<file path="config.mk">
export PLATFORM = sky130hd
export DESIGN_NAME = serv_uart_tx
export DESIGN_NICKNAME = d
export VERILOG_FILES = /design/src/rtl/serv_uart_pkg.sv /design/src/rtl/serv_uart_fifo.sv /design/src/rtl/serv_uart_tx.sv
export SDC_FILE = /design/constraint.sdc
export NUM_CORES = 1
export LEC_CHECK = 0
export ABC_AREA = 1
export CORE_UTILIZATION = 57
export DETAILED_ROUTE_END_ITERATION = 10
export DONT_BUFFER_PORTS = 1
export PLACE_DENSITY = 0.8
export SYNTH_ARGS = -nofsm -noshare
export SYNTH_HDL_FRONTEND = slang
export SYNTH_SLANG_ARGS = --single-unit
</file>
<file path="constraint.sdc">
create_clock -name clk -period 2.26 [get_ports clk]
set_input_delay 0.452 -clock clk [delete_from_list [all_inputs] [get_ports clk]]
set_output_delay 0.452 -clock clk [all_outputs]
set_load 0.01 [all_outputs]
</file>
<file path="src/rtl/serv_uart_pkg.sv">
// Shared types and constants for the SERV memory-mapped UART transmitter.
// Latency: n/a (declarations only).
// Backpressure: n/a.
package serv_uart_pkg;

  typedef enum logic [1:0] {
    IDLE  = 2'd0,
    START = 2'd1,
    DATA  = 2'd2,
    STOP  = 2'd3
  } uart_state_t;

  // Word offsets on the data bus (adr[3:2]); offset 3 is reserved.
  localparam logic [1:0] REG_TXDATA = 2'd0;
  localparam logic [1:0] REG_STATUS = 2'd1;
  localparam logic [1:0] REG_DIV    = 2'd2;

  // STATUS register layout.
  localparam int STAT_BUSY    = 0;
  localparam int STAT_FULL    = 1;
  localparam int STAT_EMPTY   = 2;
  localparam int STAT_OVF     = 3;
  localparam int STAT_CNT_LSB = 4;
  localparam int STAT_CNT_W   = 5;

endpackage

</file>
<file path="src/rtl/serv_uart_fifo.sv">
// Byte FIFO between the bus write port and the serialiser.
// Latency: a push is visible (empty=0, dout valid) after the push edge.
// Backpressure: a push while full is dropped unless a pop happens on the same edge.
// Ports: push/din write side, pop/dout read side, full/empty/count status.
module serv_uart_fifo #(
  parameter int DEPTH = 8
) (
  input  logic                     clk,
  input  logic                     rst,
  input  logic                     push,
  input  logic                     pop,
  input  logic [7:0]               din,
  output logic [7:0]               dout,
  output logic                     full,
  output logic                     empty,
  output logic [$clog2(DEPTH):0]   count
);

  localparam int AW = $clog2(DEPTH);

  logic [7:0]    mem [DEPTH];
  logic [AW-1:0] wr_ptr;
  logic [AW-1:0] rd_ptr;
  logic          do_push;
  logic          do_pop;

  assign full  = (count == (AW+1)'(DEPTH));
  assign empty = (count == '0);
  assign dout  = mem[rd_ptr];

  // A simultaneous pop frees a slot, so a push into a full FIFO still lands.
  assign do_pop  = pop && !empty;
  assign do_push = push && (!full || do_pop);

  always_ff @(posedge clk) begin
    if (do_push) begin
      mem[wr_ptr] <= din;
    end
  end

  always_ff @(posedge clk) begin
    if (rst) begin
      wr_ptr <= '0;
      rd_ptr <= '0;
      count  <= '0;
    end else begin
      if (do_push) wr_ptr <= wr_ptr + 1'b1;
      if (do_pop)  rd_ptr <= rd_ptr + 1'b1;
      case ({do_push, do_pop})
        2'b10:   count <= count + 1'b1;
        2'b01:   count <= count - 1'b1;
        default: count <= count;
      endcase
    end
  end

endmodule

</file>
<file path="src/rtl/serv_uart_tx.sv">
// Memory-mapped 8N1 UART transmitter on the SERV dbus with TX FIFO, baud divisor and idle IRQ.
// Latency: bus ack one cycle after cyc; start bit on o_tx two edges after a push into an idle UART.
// Backpressure: none on the bus; bytes pushed into a full FIFO are dropped and flagged in STATUS.ovf.
// Ports: clk/i_rst, dbus slave (i_wb_adr/dat/sel/we/cyc, o_wb_rdt/ack), o_tx serial line, o_irq idle level.
module serv_uart_tx
  import serv_uart_pkg::*;
#(
  parameter int          FIFO_DEPTH  = 8,
  parameter logic [15:0] DEFAULT_DIV = 16'd233
) (
  input  logic        clk,
  input  logic        i_rst,
  input  logic [1:0]  i_wb_adr,
  input  logic [31:0] i_wb_dat,
  input  logic [3:0]  i_wb_sel,
  input  logic        i_wb_we,
  input  logic        i_wb_cyc,
  output logic [31:0] o_wb_rdt,
  output logic        o_wb_ack,
  output logic        o_tx,
  output logic        o_irq
);

  localparam int CW = $clog2(FIFO_DEPTH) + 1;

  uart_state_t   state, state_d;
  logic [15:0]   baud_cnt, baud_d;
  logic [2:0]    bit_idx, bit_d;
  logic [7:0]    shift, shift_d;
  logic [15:0]   div;
  logic          ovf;
  logic          tx_d;
  logic          bit_end;

  logic          fifo_pop;
  logic [7:0]    fifo_dout;
  logic          fifo_full;
  logic          fifo_empty;
  logic [CW-1:0] fifo_count;

  logic          accept;
  logic          wr_txdata;
  logic          wr_div;
  logic          rd_status;
  logic          push_ok;
  logic          empty_nxt;
  logic [31:0]   rdt_d;

  // Upper data lanes have no register bits behind them.
  logic          unused_ok;
  assign unused_ok = &{1'b0, i_wb_dat[31:16], i_wb_sel[3:2]};

  // Every side effect is gated on the accept edge so a held cyc acts once per ack.
  assign accept    = i_wb_cyc && !o_wb_ack;
  assign wr_txdata = accept && i_wb_we && (i_wb_adr == REG_TXDATA) && i_wb_sel[0];
  assign wr_div    = accept && i_wb_we && (i_wb_adr == REG_DIV);
  assign rd_status = accept && !i_wb_we && (i_wb_adr == REG_STATUS);

  serv_uart_fifo #(
    .DEPTH (FIFO_DEPTH)
  ) u_fifo (
    .clk   (clk),
    .rst   (i_rst),
    .push  (wr_txdata),
    .pop   (fifo_pop),
    .din   (i_wb_dat[7:0]),
    .dout  (fifo_dout),
    .full  (fifo_full),
    .empty (fifo_empty),
    .count (fifo_count)
  );

  // Mirror of the FIFO's accept rule; fifo_pop is only raised when non-empty.
  assign push_ok   = wr_txdata && (!fifo_full || fifo_pop);
  assign empty_nxt = ((fifo_count == '0) && !push_ok) ||
                     ((fifo_count == CW'(1)) && fifo_pop && !push_ok);

  assign bit_end = (baud_cnt == '0);

  always_comb begin
    state_d  = state;
    baud_d   = baud_cnt;
    bit_d    = bit_idx;
    shift_d  = shift;
    fifo_pop = 1'b0;
    case (state)
      IDLE: begin
        if (!fifo_empty) begin
          fifo_pop = 1'b1;
          shift_d  = fifo_dout;
          baud_d   = div;
          state_d  = START;
        end
      end
      START: begin
        if (bit_end) begin
          state_d = DATA;
          bit_d   = 3'd0;
          baud_d  = div;
        end else begin
          baud_d = baud_cnt - 16'd1;
        end
      end
      DATA: begin
        if (bit_end) begin
          shift_d = {1'b0, shift[7:1]};
          baud_d  = div;
          if (bit_idx == 3'd7) begin
            state_d = STOP;
          end else begin
            bit_d = bit_idx + 3'd1;
          end
        end else begin
          baud_d = baud_cnt - 16'd1;
        end
      end
      STOP: begin
        if (bit_end) begin
          // Chain straight into the next start bit when more data is queued.
          if (!fifo_empty) begin
            fifo_pop = 1'b1;
            shift_d  = fifo_dout;
            baud_d   = div;
            state_d  = START;
          end else begin
            state_d = IDLE;
          end
        end else begin
          baud_d = baud_cnt - 16'd1;
        end
      end
      default: state_d = IDLE;
    endcase
  end

  // Line level derived from the next state so o_tx can be a plain flop.
  always_comb begin
    tx_d = 1'b1;
    case (state_d)
      START:   tx_d = 1'b0;
      DATA:    tx_d = shift_d[0];
      default: tx_d = 1'b1;
    endcase
  end

  always_comb begin
    rdt_d = '0;
    if (accept && !i_wb_we) begin
      case (i_wb_adr)
        REG_STATUS: begin
          rdt_d[STAT_BUSY]  = (state != IDLE);
          rdt_d[STAT_FULL]  = fifo_full;
          rdt_d[STAT_EMPTY] = fifo_empty;
          rdt_d[STAT_OVF]   = ovf;
          rdt_d[STAT_CNT_LSB +: STAT_CNT_W] = STAT_CNT_W'(fifo_count);
        end
        REG_DIV:  rdt_d[15:0] = div;
        default:  rdt_d = '0;
      endcase
    end
  end

  always_ff @(posedge clk) begin
    if (i_rst) begin
      state    <= IDLE;
      baud_cnt <= '0;
      bit_idx  <= '0;
      shift    <= '0;
      div      <= DEFAULT_DIV;
      ovf      <= 1'b0;
      o_tx     <= 1'b1;
      o_irq    <= 1'b1;
      o_wb_ack <= 1'b0;
      o_wb_rdt <= '0;
    end else begin
      state    <= state_d;
      baud_cnt <= baud_d;
      bit_idx  <= bit_d;
      shift    <= shift_d;
      o_tx     <= tx_d;
      o_irq    <= (state_d == IDLE) && empty_nxt;
      o_wb_ack <= accept;
      o_wb_rdt <= rdt_d;
      if (wr_div && i_wb_sel[0]) div[7:0]  <= i_wb_dat[7:0];
      if (wr_div && i_wb_sel[1]) div[15:8] <= i_wb_dat[15:8];
      // STATUS read returns the old ovf (captured in rdt_d) and clears it.
      if (rd_status) begin
        ovf <= 1'b0;
      end else if (wr_txdata && fifo_full && !fifo_pop) begin
        ovf <= 1'b1;
      end
    end
  end

endmodule
</file>
# [Yosys cells after proc, flatten, opt, wreduce, memory -nomap -nowiden]
# Memories as Yosys holds them, arrays and structs flattened. A register that Yosys moved wholly into a read port is not among the register bits.
# Cells that the tools add are included.
[totals] output_inout_bits=35 in_bits=42 word_cells=113 n_memories=1 ram_bits=64 register_bits=91
[op_classes] reduce_logical=42 n_eq_ne=16 bitwise=2 n_mux=29 addsub=6
[memory_table] memory="u_fifo.mem" words=8 word_bits=8 read_ports=1 rd_clocked_by_memory_dff=1 wr=1 line_no="serv_uart_fifo.sv:21" rtl="logic [7:0] mem [DEPTH];"
[op_table] operator="16-bit two-way mux" n=3
[op_table] operator="16-bit one-hot mux with 3 select lines" n=1
[op_table] operator="8-bit two-way mux" n=3
[op_table] operator="8-bit one-hot mux with 3 select lines" n=1
[op_table] operator="1-bit logical AND" n=18
[op_table] operator="9-bit one-hot mux with 2 select lines" n=1
[op_table] operator="16-bit zero test" n=1
[op_table] operator="16-bit by 1-bit subtractor with 16-bit output (second input constant)" n=1
[op_table] operator="3-bit two-way mux" n=5
[op_table] operator="2-bit equality test (second input constant)" n=5
[op_table] operator="2-bit two-way mux" n=5
[op_table] operator="3-bit by 1-bit adder with 3-bit output (second input constant)" n=3
[op_table] operator="2-bit by 1-bit equality test with 1-bit output (second input constant)" n=4
[op_table] operator="2-bit != test (second input constant)" n=4
[op_table] operator="2-bit one-hot mux with 4 select lines" n=1
[op_table] operator="4-bit one-hot mux with 2 select lines" n=1
[op_table] operator="1-bit zero test" n=6
[op_table] operator="2-bit zero test" n=3
[op_table] operator="3-bit one-hot mux with 2 select lines" n=1
[op_table] operator="2-bit nonzero test" n=3
[op_table] operator="2-bit OR reduction" n=3
[op_table] operator="1-bit two-way mux" n=5
[op_table] operator="4-bit by 1-bit adder with 4-bit output (second input constant)" n=1
[op_table] operator="4-bit by 1-bit equality test with 1-bit output (second input constant)" n=1
[op_table] operator="11 further kinds" n=15

# [Longest topological paths before layout]
# Gate-level depths: netlist of the first run.
[logic_depth] word_depth=10 depth_mapped=14 depth_no_buf=14

# [Cells and area by module]
# From an unflattened synthesis of the first run, not the netlist that was laid out.
[hier_totals] hier_cells=782 area_unflattened_um2=6844.1
[by_module_without_submodules] module="serv_uart_tx" cells_each=522 instances=1 area_per_inst_um2=3639.7 seq_area_each_um2=1301.2
[by_module_without_submodules] module="serv_uart_fifo" cells_each=260 instances=1 area_per_inst_um2=3204.3 seq_area_each_um2=2182.1

# [Worst setup path before layout of the first run]
# No wires, ideal clock.
[synth_path] path_type="register to register" start="reg baud_cnt[0]" end="mem u_fifo.mem[1][0], enable pin" required_time_ps=1877 arrival_ps=1969 synth_period_minus_slack_ps=2352 path_stages_with_launch=11 setup_slack_ps=-92 n_path_buf=0 setup_time_ps=383 cell_sequence="dfxtp_1 inv_1 ha_1 nand2_4 nor2_8 nand3_4 nand2_4 nand3_4 nand2_4 nand2_4 nor3_1"
[synth_via] elab_chain_cells=8
[synth_lines] item="from (decl)" line_no="serv_uart_tx.sv:27" rtl="logic [15:0] baud_cnt, baud_d;"
[synth_lines] item="from (signal assigned)" line_no="serv_uart_tx.sv:177" rtl="baud_cnt <= baud_d;"
[synth_lines] item="16-bit zero test" line_no="serv_uart_tx.sv:78" rtl="assign bit_end = (baud_cnt == '0);"
[synth_lines] item="1-bit two-way mux" line_no="serv_uart_tx.sv:118" rtl="if (bit_end) begin"
[synth_lines] item="1-bit one-hot mux with 2 select lines" line_no="serv_uart_tx.sv:86" rtl="case (state)"
[synth_lines] item="1-bit logical AND" line_no="serv_uart_fifo.sv:32" rtl="assign do_pop = pop && !empty;"
[synth_lines] item="1-bit logical OR" line_no="serv_uart_fifo.sv:33" rtl="assign do_push = push && (!full || do_pop);"
[synth_lines] item="1-bit logical AND" line_no="serv_uart_fifo.sv:33"
[synth_lines] item="1-bit two-way mux" line_no="serv_uart_fifo.sv:36" rtl="if (do_push) begin"
[synth_lines] item="1-bit two-way mux (not written as such)" line_no="serv_uart_fifo.sv:37" rtl="mem[wr_ptr] <= din;"
[synth_lines] item="to (decl)" line_no="serv_uart_fifo.sv:21"
# Every way passes these cells.

# [Worst setup path after layout of the first run]
[layout_path] start="reg baud_cnt[9]" end="reg u_fifo.count[3]"
[layout_via] elab_chain_cells=8 elab_cells_between_ends=10 cone_classes="eq/ne: 2; mux: 3; reduce/logical: 5"
[layout_lines] item="16-bit zero test *" line_no="serv_uart_tx.sv:78"
[layout_lines] item="1-bit two-way mux *" line_no="serv_uart_tx.sv:118"
[layout_lines] item="1-bit one-hot mux with 2 select lines *" line_no="serv_uart_tx.sv:86"
[layout_lines] item="1-bit logical AND *" line_no="serv_uart_fifo.sv:32"
[layout_lines] item="1-bit logical OR" line_no="serv_uart_fifo.sv:33"
[layout_lines] item="1-bit logical AND" line_no="serv_uart_fifo.sv:33"
[layout_lines] item="2-bit by 1-bit equality test with 1-bit output or 2-bit equality test (tied branches)" line_no="serv_uart_fifo.sv:49" rtl="case ({do_push, do_pop})"
[layout_lines] item="4-bit one-hot mux with 2 select lines or 2-bit nonzero test (tied branches)"
[layout_lines] item="to (signal assigned)" line_no="serv_uart_fifo.sv:50" rtl="2'b10: count <= count + 1'b1;"
[layout_lines] item="to (signal assigned)" line_no="serv_uart_fifo.sv:51" rtl="2'b01: count <= count - 1'b1;"
[layout_lines] item="to (signal assigned)" line_no="serv_uart_fifo.sv:52" rtl="default: count <= count;"
[layout_lines] item="to (decl)" line_no="serv_uart_fifo.sv:16" rtl="output logic [$clog2(DEPTH):0] count"
# Every way passes the cells marked *; elsewhere a longest branch is shown, timed or not.
# A chain may end at the register's enable or synchronous reset.

==> impl_metrics.csv, run 1 <==
group,metric,value,unit
drt,dr.pass1.iters,8,
yosys,ys.flop_type,"dfxtp_1",
sta,fmax,0.473,GHz
setup_path,reg2reg_depth,13,
grt,grt_use_total,27.7,%
power_and_ir_drop,power_density,1450,mW/mm²
setup_path,path_max_fanout,7,
power_and_ir_drop,p_leak,3.03,nW
setup_path,crit_type,"reg -> reg",
hold_path,min_to,"baud_cnt[6]$_SDFF_PP0_",
cells_and_area,area_growth,12.3,%
setup_path,cp_slowest_cell,"dfxtp_1",
yosys,synth_seq_cells,142,
grt,grt_pass1_vias,5641,
yosys,synth_area_leaders,"edfxtp_1, dfxtp_1, nand2_1",
drt,drt-vias-per-instance,5.74,
setup_path,crit_arrival,2.47,ns
grt,grt_pass1_wl,26700,µm
setup_path,r2r-end,"u_fifo.count[3]$_SDFFE_PP0P_",
sta,fin_skew,0.00729,ns
cells_and_area,layout_commonest_cell,"nand2_1",
clock_network,clock-sinks,142,
yosys,syn_avg_cell_area,8.68,µm²
cells_and_area,stdcell_area,0.00767,mm²
power_and_ir_drop,ir_drop,0.000977,V
drt,drtIter0Drc,558,
power_and_ir_drop,finalPower,0.0111,W
cells_and_area,layout_common_cells,"nand2_1, nor2_1, dfxtp_1",
setup_path,cp-end-kind,"flop",
drt,drc,8,
drt,avgRoutedWirePerCell,16.8,µm
setup_path,cp.required,2.62,ns
yosys,synth_cell_types,43,
floorplanning,die_area,0.0124,mm²
job,drv_cap,0,
sta,slew_headroom,51.4,%
yosys,synth_edf_count,64,
yosys,synthArstFlopShare,0,%
cells_and_area,post-route-util,66.3,%
sta,rsz0062_at_grt,"false",
clock_network,cts_tree,"done",
sta,drv_slew,0,
yosys,yosys_warnings,0,
yosys,synth_top_area_share,28.1,%
clock_network,root_buffer,"clkbuf_16",
place,portBuffers,0,
clock_network,clk_pin_slew_worst_paths,0.06,ns
outcome,status,"finished with violations",
cells_and_area,nFillCells,854,
drt,num_vias,5508,
place,globalplace.congestion,0.831,
setup_path,r2r_slack,0.15,ns
yosys,synth_top_cell_by_area,"edfxtp_1",
floorplanning,core,0.0116,mm²
yosys,synth_seq_area_share,51.0,%
sta,setup_viol,0,
place,placed_area,0.00701,mm²
drt,final_antenna_net_count,0,
hold_path,hold_start,"i_rst",
clock_network,clock_path_buffers,2,
place,dp_hpwl,10300,µm
grt,overflow,0,
sta,worstMarginPinSlew,0.728,ns
drt,postRouteWirelength,16100,µm
hold_path,min-delay-path-class,"in -> reg",
clock_network,htreeDepth,4,
grt,antenna_found_initial,0,
setup_path,critPathMaxStageDelay,0.34,ns
hold_path,min_path_cells,1,
floorplanning,num_rows,39,
cells_and_area,antenna_cells,0,
floorplanning,die_w,111,µm
floorplanning,ioPinCount,77,
yosys,synth_cells,787,
floorplanning,die_h,111,µm
sta,timing.final.crit_share,93.5,%
cells_and_area,nets,862,
outcome,violations,"design-rule violations",
clock_network,numCtsBuffers,17,
sta,hold_viol,0,
cells_and_area,drive_above_1_share,12.9,%
setup_path,worstPathCellList,"nor2_2 -> nand2_1 -> nor2_8 -> nand3_4 -> nand2_4 -> nand3_4 -> nand2_4 -> nand2_4 -> ha_4 -> nor2_1 -> a32oi_1 -> o21ai_0 -> a21oi_1",
setup_path,crit_top_cell,"nand2_4",
grt,grt_max_degree,41,
yosys,syn_area,0.00683,mm²
floorplanning,start_util,59.1,%
setup_path,start_kind,"flop",
sta,post-route-min-period,2.11,ns
clock_network,clk_latency,0.43,ns
setup_path,rr_startpoint,"baud_cnt[9]$_SDFF_PP0_",
[worst max-delay path: cells and delay by family (launching register included)]
| kind | cells | cell delay, ns |
|---|---|---|
| compound gates | 3 | 0.47 |
| simple gates | 9 | 0.93 |
| fa+ha+maj | 1 | 0.30 |
| flops | 1 | 0.34 |
[flip-flops by register name, indices dropped and copies added, names as in the netlist, 3 cells and up, named ones only]
name and count:
o_wb_rdt 16, div 16, u_fifo.count 4, u_fifo.wr_ptr 3
u_fifo.mem 64, bit_idx 3, u_fifo.rd_ptr 3, shift 8
baud_cnt 16
[synthesized netlist by cell type (2+ instances only)]
library cell,count
a21oi_1,54
a21oi_2,7
a31oi_1,2
buf_1,3
buf_2,6
buf_4,17
buf_6,2
clkbuf_1,16
clkinv_1,3
dfxtp_1,78
edfxtp_1,64
ha_1,17
inv_1,66
inv_2,3
nand2_1,173
nand2_4,6
nand3_1,31
nand3_4,2
nand4_1,3
nor2_1,83
nor2_2,6
nor2_4,3
nor2_8,2
nor3_1,9
o211ai_1,18
o21ai_0,70
o21ai_1,4
o21ai_2,2
o22ai_1,2
o22ai_2,9
xor2_1,14
[logic make-up after synthesis]
group / synth area share [%]
compound gates: 14.8
simple gates: 21.2
xor+xnor: 1.92
flops: 51.0
buf+inv: 7.90
fa+ha+maj: 3.11
other cells: 0.0549
[cell type report]
type	count	area [µm²]	share of cell area (%)
multi-input combinational	542	2900	37.8
sequential	142	3480	45.4
tap	143	179	2.33
timing repair buffer	26	215	2.81
clock inverter	11	165	2.15
inverter	74	288	3.75
clock buffer	21	440	5.74
[metal layers]
metal,vias to the layer above,track usage [%],wire length [µm]
met2,245,46.9,8020
met3,37,7.78,1250
met5,-,0,0
li1,2624,-,-
met4,0,12.6,394
met1,2602,32.7,6490
[per-stage QoR]
step | hold WS [ns] | setup TNS [ns] | cells | worst slack, ns
2_1_floorplan | 0.432 | -2.95 | 802 | -0.0921
3_3_place_gp | 0.444 | 0 | 926 | 0.0559
3_5_place_dp | 0.448 | -0.0330 | 926 | -0.0324
4_1_cts | 0.0706 | 0 | 958 | 0.0660
5_1_grt | 0.0722 | 0 | 959 | 0.00368
6_report | 0.0898 | 0 | 959 | 0.148
[power breakdown]
part           switching (W)  internal [W]  total [W]
logic                0.00321       0.00177    0.00499
clock network        0.00107       0.00184    0.00291
registers           0.000267       0.00297    0.00324
[timing repair]
item / CTS / global route
buffers inserted: 0 / 1
hold buffers: 0 / 0
pin swaps: 0 / 1
cloned: 0 / 0
resized for setup: 3 / 10
endpoints found under the setup margin: 2 / 67
[how the worst max path moves through the flow]
stage / startpoint / to / slack [ns] / cells after the start
after CTS: baud_cnt[1]$_SDFF_PP0_ / u_fifo.count[3]$_SDFFE_PP0P_ / 0.07 / 14
after detailed placement: baud_cnt[1]$_SDFF_PP0_ / u_fifo.count[3]$_SDFFE_PP0P_ / -0.03 / 14
after global placement: baud_cnt[1]$_SDFF_PP0_ / u_fifo.count[3]$_SDFFE_PP0P_ / 0.06 / 14
after global routing: baud_cnt[9]$_SDFF_PP0_ / u_fifo.count[3]$_SDFFE_PP0P_ / 0.004 / 13
final: baud_cnt[9]$_SDFF_PP0_ / u_fifo.count[3]$_SDFFE_PP0P_ / 0.15 / 13
after floorplan: baud_cnt[0]$_SDFF_PP0_ / u_fifo.mem[1][0]$_DFFE_PP_ / -0.09 / 10
No activity file was read; power rests on OpenSTA's default activity.
==> run 2, diff against run 1 <==
--- a/config.mk
+++ b/config.mk
@@ -9,6 +9,7 @@
 export CORE_UTILIZATION = 57
 export DETAILED_ROUTE_END_ITERATION = 10
 export DONT_BUFFER_PORTS = 1
+export GPL_TIMING_DRIVEN = 0
 export PLACE_DENSITY = 0.8
 export SYNTH_ARGS = -nofsm -noshare
 export SYNTH_HDL_FRONTEND = slang
==> run 2 against run 1 <==
Compared with the run above: the run still ends with design-rule violations left; sequential share of layout area shrank 1.6 points; design area grew 3.7%; cell count grew 3.4%; count of clock-buffer cells in the layout grew 1; core utilization grew 2.4 points; sequential power is essentially flat; combinational power grew 7.6%; non-clock buffer count grew 33; clock power shrank 5%; largest cell class unchanged.
==> impl_metrics.csv, run 2 (synthesized netlist as in run 1, its figures left out) <==
group,metric,value,unit
cells_and_area,nets,895,
sta,fin_skew,0.00834,ns
place,globalplace.congestion,0.890,
cells_and_area,layout_commonest_cell,"nand2_1",
outcome,status,"finished with violations",
setup_path,cp.required,2.62,ns
power_and_ir_drop,p_leak,3.17,nW
sta,setup_viol,0,
power_and_ir_drop,pwr-share-clk,24.2,%
hold_path,min-delay-path-class,"in -> reg",
clock_network,htreeDepth,4,
power_and_ir_drop,p_seq_share,28.7,%
grt,antenna_found_initial,0,
cells_and_area,top_register,"u_fifo.mem",
floorplanning,die_h,111,µm
drt,postRouteWirelength,17600,µm
clock_network,cts_hold_buf,0,
cells_and_area,fin_cells,992,
clock_network,clk_pin_slew_worst_paths,0.06,ns
place,dp.cells,945,
cells_and_area,nFillCells,795,
outcome,violations,"design-rule violations",
power_and_ir_drop,internal-power,0.00660,W
cells_and_area,area_growth,16.4,%
clock_network,root_buffer,"clkbuf_16",
clock_network,clock-sinks,142,
cells_and_area,layout_common_cells,"nand2_1, nor2_1, dfxtp_1",
place,dp_hpwl,11300,µm
cells_and_area,antenna_cells,0,
setup_path,crit_arrival,2.53,ns
grt,grt_pass1_vias,5676,
sta,slew_headroom,44.6,%
floorplanning,num_rows,39,
drt,drtIter0Drc,722,
setup_path,cp_slowest_cell,"dfxtp_1",
power_and_ir_drop,swShare,42.0,%
sta,worstMarginPinSlew,0.831,ns
setup_path,critPathMaxStageDelay,0.38,ns
setup_path,start_kind,"flop",
power_and_ir_drop,ir_drop,0.00103,V
drt,dr.pass1.iters,11,
floorplanning,die_w,111,µm
drt,drc,5,
setup_path,crit_type,"reg -> reg",
sta,hold_viol,0,
drt,num_vias,5837,
job,drv_cap,0,
power_and_ir_drop,p_sw,0.00478,W
drt,drt-vias-per-instance,5.88,
power_and_ir_drop,combPwrFrac,47.2,%
drt,final_antenna_net_count,0,
floorplanning,die_area,0.0124,mm²
sta,fin_ws,0.0875,ns
power_and_ir_drop,power_density,1430,mW/mm²
setup_path,worstPathCellList,"nor2_2 -> nand2_2 -> nor2_8 -> nand3_4 -> nand2_4 -> nand3_4 -> nand2_4 -> nand2_8 -> ha_4 -> nor2_1 -> a32oi_1 -> o21ai_1 -> a21oi_1",
clock_network,numCtsBuffers,17,
cells_and_area,drive_above_1_share,16.5,%
drt,avgRoutedWirePerCell,17.7,µm
sta,fmax,0.460,GHz
grt,overflow,0,
grt,grt_pass1_wl,27800,µm
sta,timing.final.crit_share,96.1,%
floorplanning,ioPinCount,77,
clock_network,cts_tree,"done",
place,placed_area,0.00706,mm²
place,portBuffers,0,
sta,drv_slew,0,
floorplanning,start_util,59.1,%
place,dpl_worst_slack,-0.966,ns
cells_and_area,stdcell_area,0.00795,mm²
floorplanning,core,0.0116,mm²
clock_network,clock_path_buffers,2,
cells_and_area,largest_reg_flops,64,
clock_network,clk_latency,0.43,ns
grt,grt_use_total,29.0,%
grt,grt_max_degree,17,
sta,post-route-min-period,2.17,ns
setup_path,cp-end-kind,"flop",
setup_path,path_max_fanout,10,
[run 2: cell types whose count changed in the layout (fill, tap and decap cells not counted), sizes merged]
cell	previous run	this run
inv	71	72
clkbuf	21	38
buf	26	43
clkinv	10	9
clkinvlp	0	1
bufinv	4	2
[run 2: final timing paths]
| check | to | depth (start not counted) | slack, ns | from |
|---|---|---|---|---|
| max | u_fifo.count[3]$_SDFFE_PP0P_ | 13 | 0.09 | baud_cnt[4]$_SDFF_PP0_ |
| min | u_fifo.mem[7][2]$_DFFE_PP_ | 0 | 0.12 | i_wb_dat[2] |
| max reg2reg | u_fifo.count[3]$_SDFFE_PP0P_ | 13 | 0.09 | baud_cnt[4]$_SDFF_PP0_ |
| min reg2reg | bit_idx[1]$_SDFFE_PP0P_ | 2 | 0.47 | bit_idx[1]$_SDFFE_PP0P_ |
[run 2: critical path, delay by kind of cell, from the launching register on]
kind | cells | cell delay, ns
AOI/OAI and AO/OA | 3 | 0.43
adders and majority gates | 1 | 0.32
DFF | 1 | 0.38
and+or+nand+nor | 9 | 0.96
[run 2: power by group through the flow]
| stage | combinational (W) | sequential (W) | clock [W] |
|---|---|---|---|
| after CTS | 0.00497 | 0.00324 | 0.00273 |
| after floorplan | 0.00377 | 0.00321 | 0 |
| final | 0.00537 | 0.00326 | 0.00275 |
| after global placement | 0.00454 | 0.00326 | 0 |
| after detailed placement | 0.00470 | 0.00327 | 0 |
| after global routing | 0.00585 | 0.00329 | 0.00285 |
[run 2: what timing repair did]
item,in CTS,in global routing
cloned,0,0
endpoints found under the hold margin,0,0
buffers inserted,4,12
gates resized for setup,27,15
setup endpoints to repair,68,49
pin swaps,3,8
[run 2: metal layers]
| metal | wire length, µm | track usage (%) |
|---|---|---|
| met1 | 6850 | 36.5 |
| met2 | 8550 | 48.0 |
| met3 | 1590 | 6.10 |
| met4 | 612 | 13.8 |
| met5 | 0 | 0 |
[run 2: area by class of cell]
type,instances,area (µm²),share of cell area [%]
sequential,142,3490,43.9
multi-input combinational,542,3030,38.1
clock buffer,22,464,5.84
inverter,74,288,3.62
buffer,43,248,3.12
tap,143,179,2.25
timing repair buffer,16,145,1.83
clock inverter,10,113,1.42
[run 2: through the flow]
stage | power (W) | util, % | hold WS, ns | TNS [ns]
after floorplan | 0.00697 | - | 0.432 | -2.95
after global placement | 0.00780 | 61.1 | 0.447 | -32.39
after detailed placement | 0.00797 | 61.1 | 0.452 | -37.01
after CTS | 0.0109 | 67.5 | 0.116 | -1.62
after global routing | 0.0120 | 68.7 | 0.113 | -0.0579
final | 0.0114 | 68.7 | 0.120 | 0
==> run 3, diff against run 2 <==
--- a/config.mk
+++ b/config.mk
@@ -6,11 +6,11 @@
 export NUM_CORES = 1
 export LEC_CHECK = 0
 export ABC_AREA = 1
-export CORE_UTILIZATION = 57
+export BUFFER_PORTS_ARGS = -buffer_cell sky130_fd_sc_hd__clkbuf_2
+export CORE_UTILIZATION = 53
 export DETAILED_ROUTE_END_ITERATION = 10
-export DONT_BUFFER_PORTS = 1
 export GPL_TIMING_DRIVEN = 0
-export PLACE_DENSITY = 0.8
+export PLACE_DENSITY = 0.81
 export SYNTH_ARGS = -nofsm -noshare
 export SYNTH_HDL_FRONTEND = slang
 export SYNTH_SLANG_ARGS = --single-unit
==> run 3 against run 2 <==
Compared with the run above: cell count rose by 7.1%; design area rose by 3.1%; worst setup slack got worse by 0.20 ns; count of clock-buffer cells in the layout decreased by 5; the flow finishes with violations (negative setup slack); via count is essentially flat; critical path depth down 2; non-clock buffer count rose by 41; sequential share of layout area down 1.3 points; worst hold slack improved by 0.14 ns; clock skew rose by 0.0026 ns.
==> impl_metrics.csv, run 3 (synthesized netlist as in run 1, its figures left out) <==
group,metric,value,unit
outcome,status,"finished with violations",
outcome,violations,"negative setup slack",
place,dpl_worst_slack,-0.829,ns
cells_and_area,area_growth,20.0,%
floorplanning,die_h,116,µm
grt,antenna_found_initial,0,
cells_and_area,nFillCells,994,
grt,grt_pass1_wl,26800,µm
setup_path,rr_startpoint,"u_fifo.count[1]$_SDFFE_PP0P_",
setup_path,critPathMaxStageDelay,0.41,ns
sta,post-route-min-period,2.37,ns
grt,grt_pass1_vias,5386,
grt,grt_use_total,26.9,%
cells_and_area,drive_above_1_share,19.7,%
clock_network,htreeDepth,4,
setup_path,crit_family,"compound AO/OA/AOI/OAI gates",
clock_network,clock-sinks,142,
place,dp_hpwl,11200,µm
clock_network,numCtsBuffers,17,
sta,rsz0062_at_grt,"true",
cells_and_area,top_register,"u_fifo.mem",
drt,drtIter0Drc,529,
sta,slew_headroom,49.9,%
grt,overflow,0,
clock_network,cts_tree,"done",
drt,final_antenna_net_count,0,
floorplanning,start_util,54.3,%
hold_path,min_to,"o_wb_ack$_SDFF_PP0_",
sta,hold_viol,0,
hold_path,min_path_cells,3,
clock_network,clk_pin_slew_worst_paths,0.06,ns
cells_and_area,nets,936,
cells_and_area,antenna_cells,0,
setup_path,worstPathCellList,"inv_1 -> ha_1 -> nand3_4 -> nand3_4 -> nand2_4 -> nand2_8 -> ha_4 -> nor2_1 -> a32oi_1 -> o21ai_1 -> a21oi_1",
setup_path,crit_buf_inv,1,
setup_path,start_kind,"flop",
place,globalplace.congestion,0.881,
hold_path,hold_start,"i_wb_cyc",
setup_path,cp_slowest_cell,"dfxtp_1",
setup_path,crit_arrival,2.73,ns
setup_path,cp.required,2.62,ns
clock_network,clk_latency,0.43,ns
floorplanning,die_area,0.0133,mm²
drt,avgRoutedWirePerCell,16.3,µm
setup_path,reg2reg_depth,11,
sta,timing.final.crit_share,105,%
setup_path,r2r-end,"u_fifo.count[3]$_SDFFE_PP0P_",
power_and_ir_drop,power_density,1370,mW/mm²
cells_and_area,largest_reg_flops,64,
floorplanning,core,0.0126,mm²
drt,dr.pass1.iters,7,
setup_path,crit_type,"reg -> reg",
clock_network,clock_path_buffers,2,
cells_and_area,post-route-util,65.2,%
drt,postRouteWirelength,17400,µm
power_and_ir_drop,p_leak,3.35,nW
sta,fin_ws,-0.108,ns
sta,fmax,0.422,GHz
setup_path,r2r_slack,-0.11,ns
floorplanning,ioPinCount,77,
sta,fin_tns_setup,-0.108,ns
place,portBuffers,42,
drt,drc,0,
floorplanning,num_rows,41,
power_and_ir_drop,ir_drop,0.000945,V
floorplanning,die_w,116,µm
grt,grt_max_degree,17,
sta,worstMarginPinSlew,0.751,ns
hold_path,min-delay-path-class,"in -> reg",
sta,fin_skew,0.0109,ns
job,drv_cap,0,
setup_path,crit_top_cell,"nand3_4",
clock_network,root_buffer,"clkbuf_16",
drt,num_vias,5842,
cells_and_area,layout_commonest_cell,"nand2_1",
setup_path,cp-end-kind,"flop",
drt,drt-vias-per-instance,5.50,
sta,setup_viol,1,
sta,drv_slew,0,
setup_path,path_max_fanout,9,
cells_and_area,layout_common_cells,"nand2_1, nor2_1, dfxtp_1",
==> run 3: cell count changes in the layout (fill, tap and decap cells not counted), moves of 3 or more <==
| cell | previous run | this run |
|---|---|---|
| clkbuf_2 | 0 | 42 |
| buf_12 | 2 | 5 |
| clkbuf_1 | 19 | 16 |
| buf_4 | 31 | 27 |
==> run 3: how the worst max path moves through the flow <==
stage	cells after the start	slack [ns]	from	end
detailed placement	8	-0.83	state[1]$_SDFF_PP0_	u_fifo.mem[3][6]$_DFFE_PP_
global placement	8	-0.82	state[1]$_SDFF_PP0_	u_fifo.mem[3][6]$_DFFE_PP_
global route	11	-0.21	u_fifo.count[1]$_SDFFE_PP0P_	u_fifo.count[3]$_SDFFE_PP0P_
finish	11	-0.11	u_fifo.count[1]$_SDFFE_PP0P_	u_fifo.count[3]$_SDFFE_PP0P_
CTS	14	0.003	baud_cnt[1]$_SDFF_PP0_	u_fifo.count[3]$_SDFFE_PP0P_
floorplan	10	-0.09	baud_cnt[0]$_SDFF_PP0_	u_fifo.mem[1][0]$_DFFE_PP_
==> run 3: per-stage QoR <==
stage               hold WS (ns)  std cells  total power [W]  cell area [µm²]
CTS                        0.260       1049           0.0109             8010
detailed placement         0.460       1016          0.00802             7310
finish                     0.265       1062           0.0112             8200
global placement           0.449       1016          0.00790             7310
global route               0.268       1062           0.0119             8200
floorplan                  0.432        802          0.00697             6890
==> run 3: worst min-delay path: stages <==
cell	delay [ns]
clkbuf_2	0.08
inv_1	0.07
nor3_1	0.05
==> run 3: final cells by class <==
class                   count  area [µm²]  area share, %
well taps                 172         215           2.63
inverters                  74         288           3.51
plain buffers              43         248           3.02
repair buffers             57         385           4.70
clock buffers              17         425           5.19
multi-input cells         542        3010           36.7
flip-flops and latches    142        3490           42.5
clock inverters            15         145           1.77
==> run 3: metal layers <==
metal / up-vias / track usage, % / routed length (µm)
li1: 2785 / - / -
met1: 2757 / 33.7 / 7150
met2: 275 / 45.2 / 8600
met3: 25 / 6.80 / 1360
met4: 0 / 9.35 / 256
met5: - / 0 / 0
==> run 3: report_power, final <==
group / internal (W) / total, W / switching (W) / leakage [nW]
registers: 0.00297 / 0.00324 / 0.000272 / 1.21
logic: 0.00189 / 0.00525 / 0.00336 / 1.86
clock network: 0.00162 / 0.00272 / 0.00110 / 0.274
total: 0.00647 / 0.0112 / 0.00473 / 3.35
==> run 3: what timing repair did <==
| action | CTS | global route |
|---|---|---|
| setup endpoints to repair | 68 | 50 |
| resized for setup | 26 | 8 |
| pin swaps | 3 | 8 |
| buffers inserted | 2 | 13 |
| hold buffers | 0 | 0 |
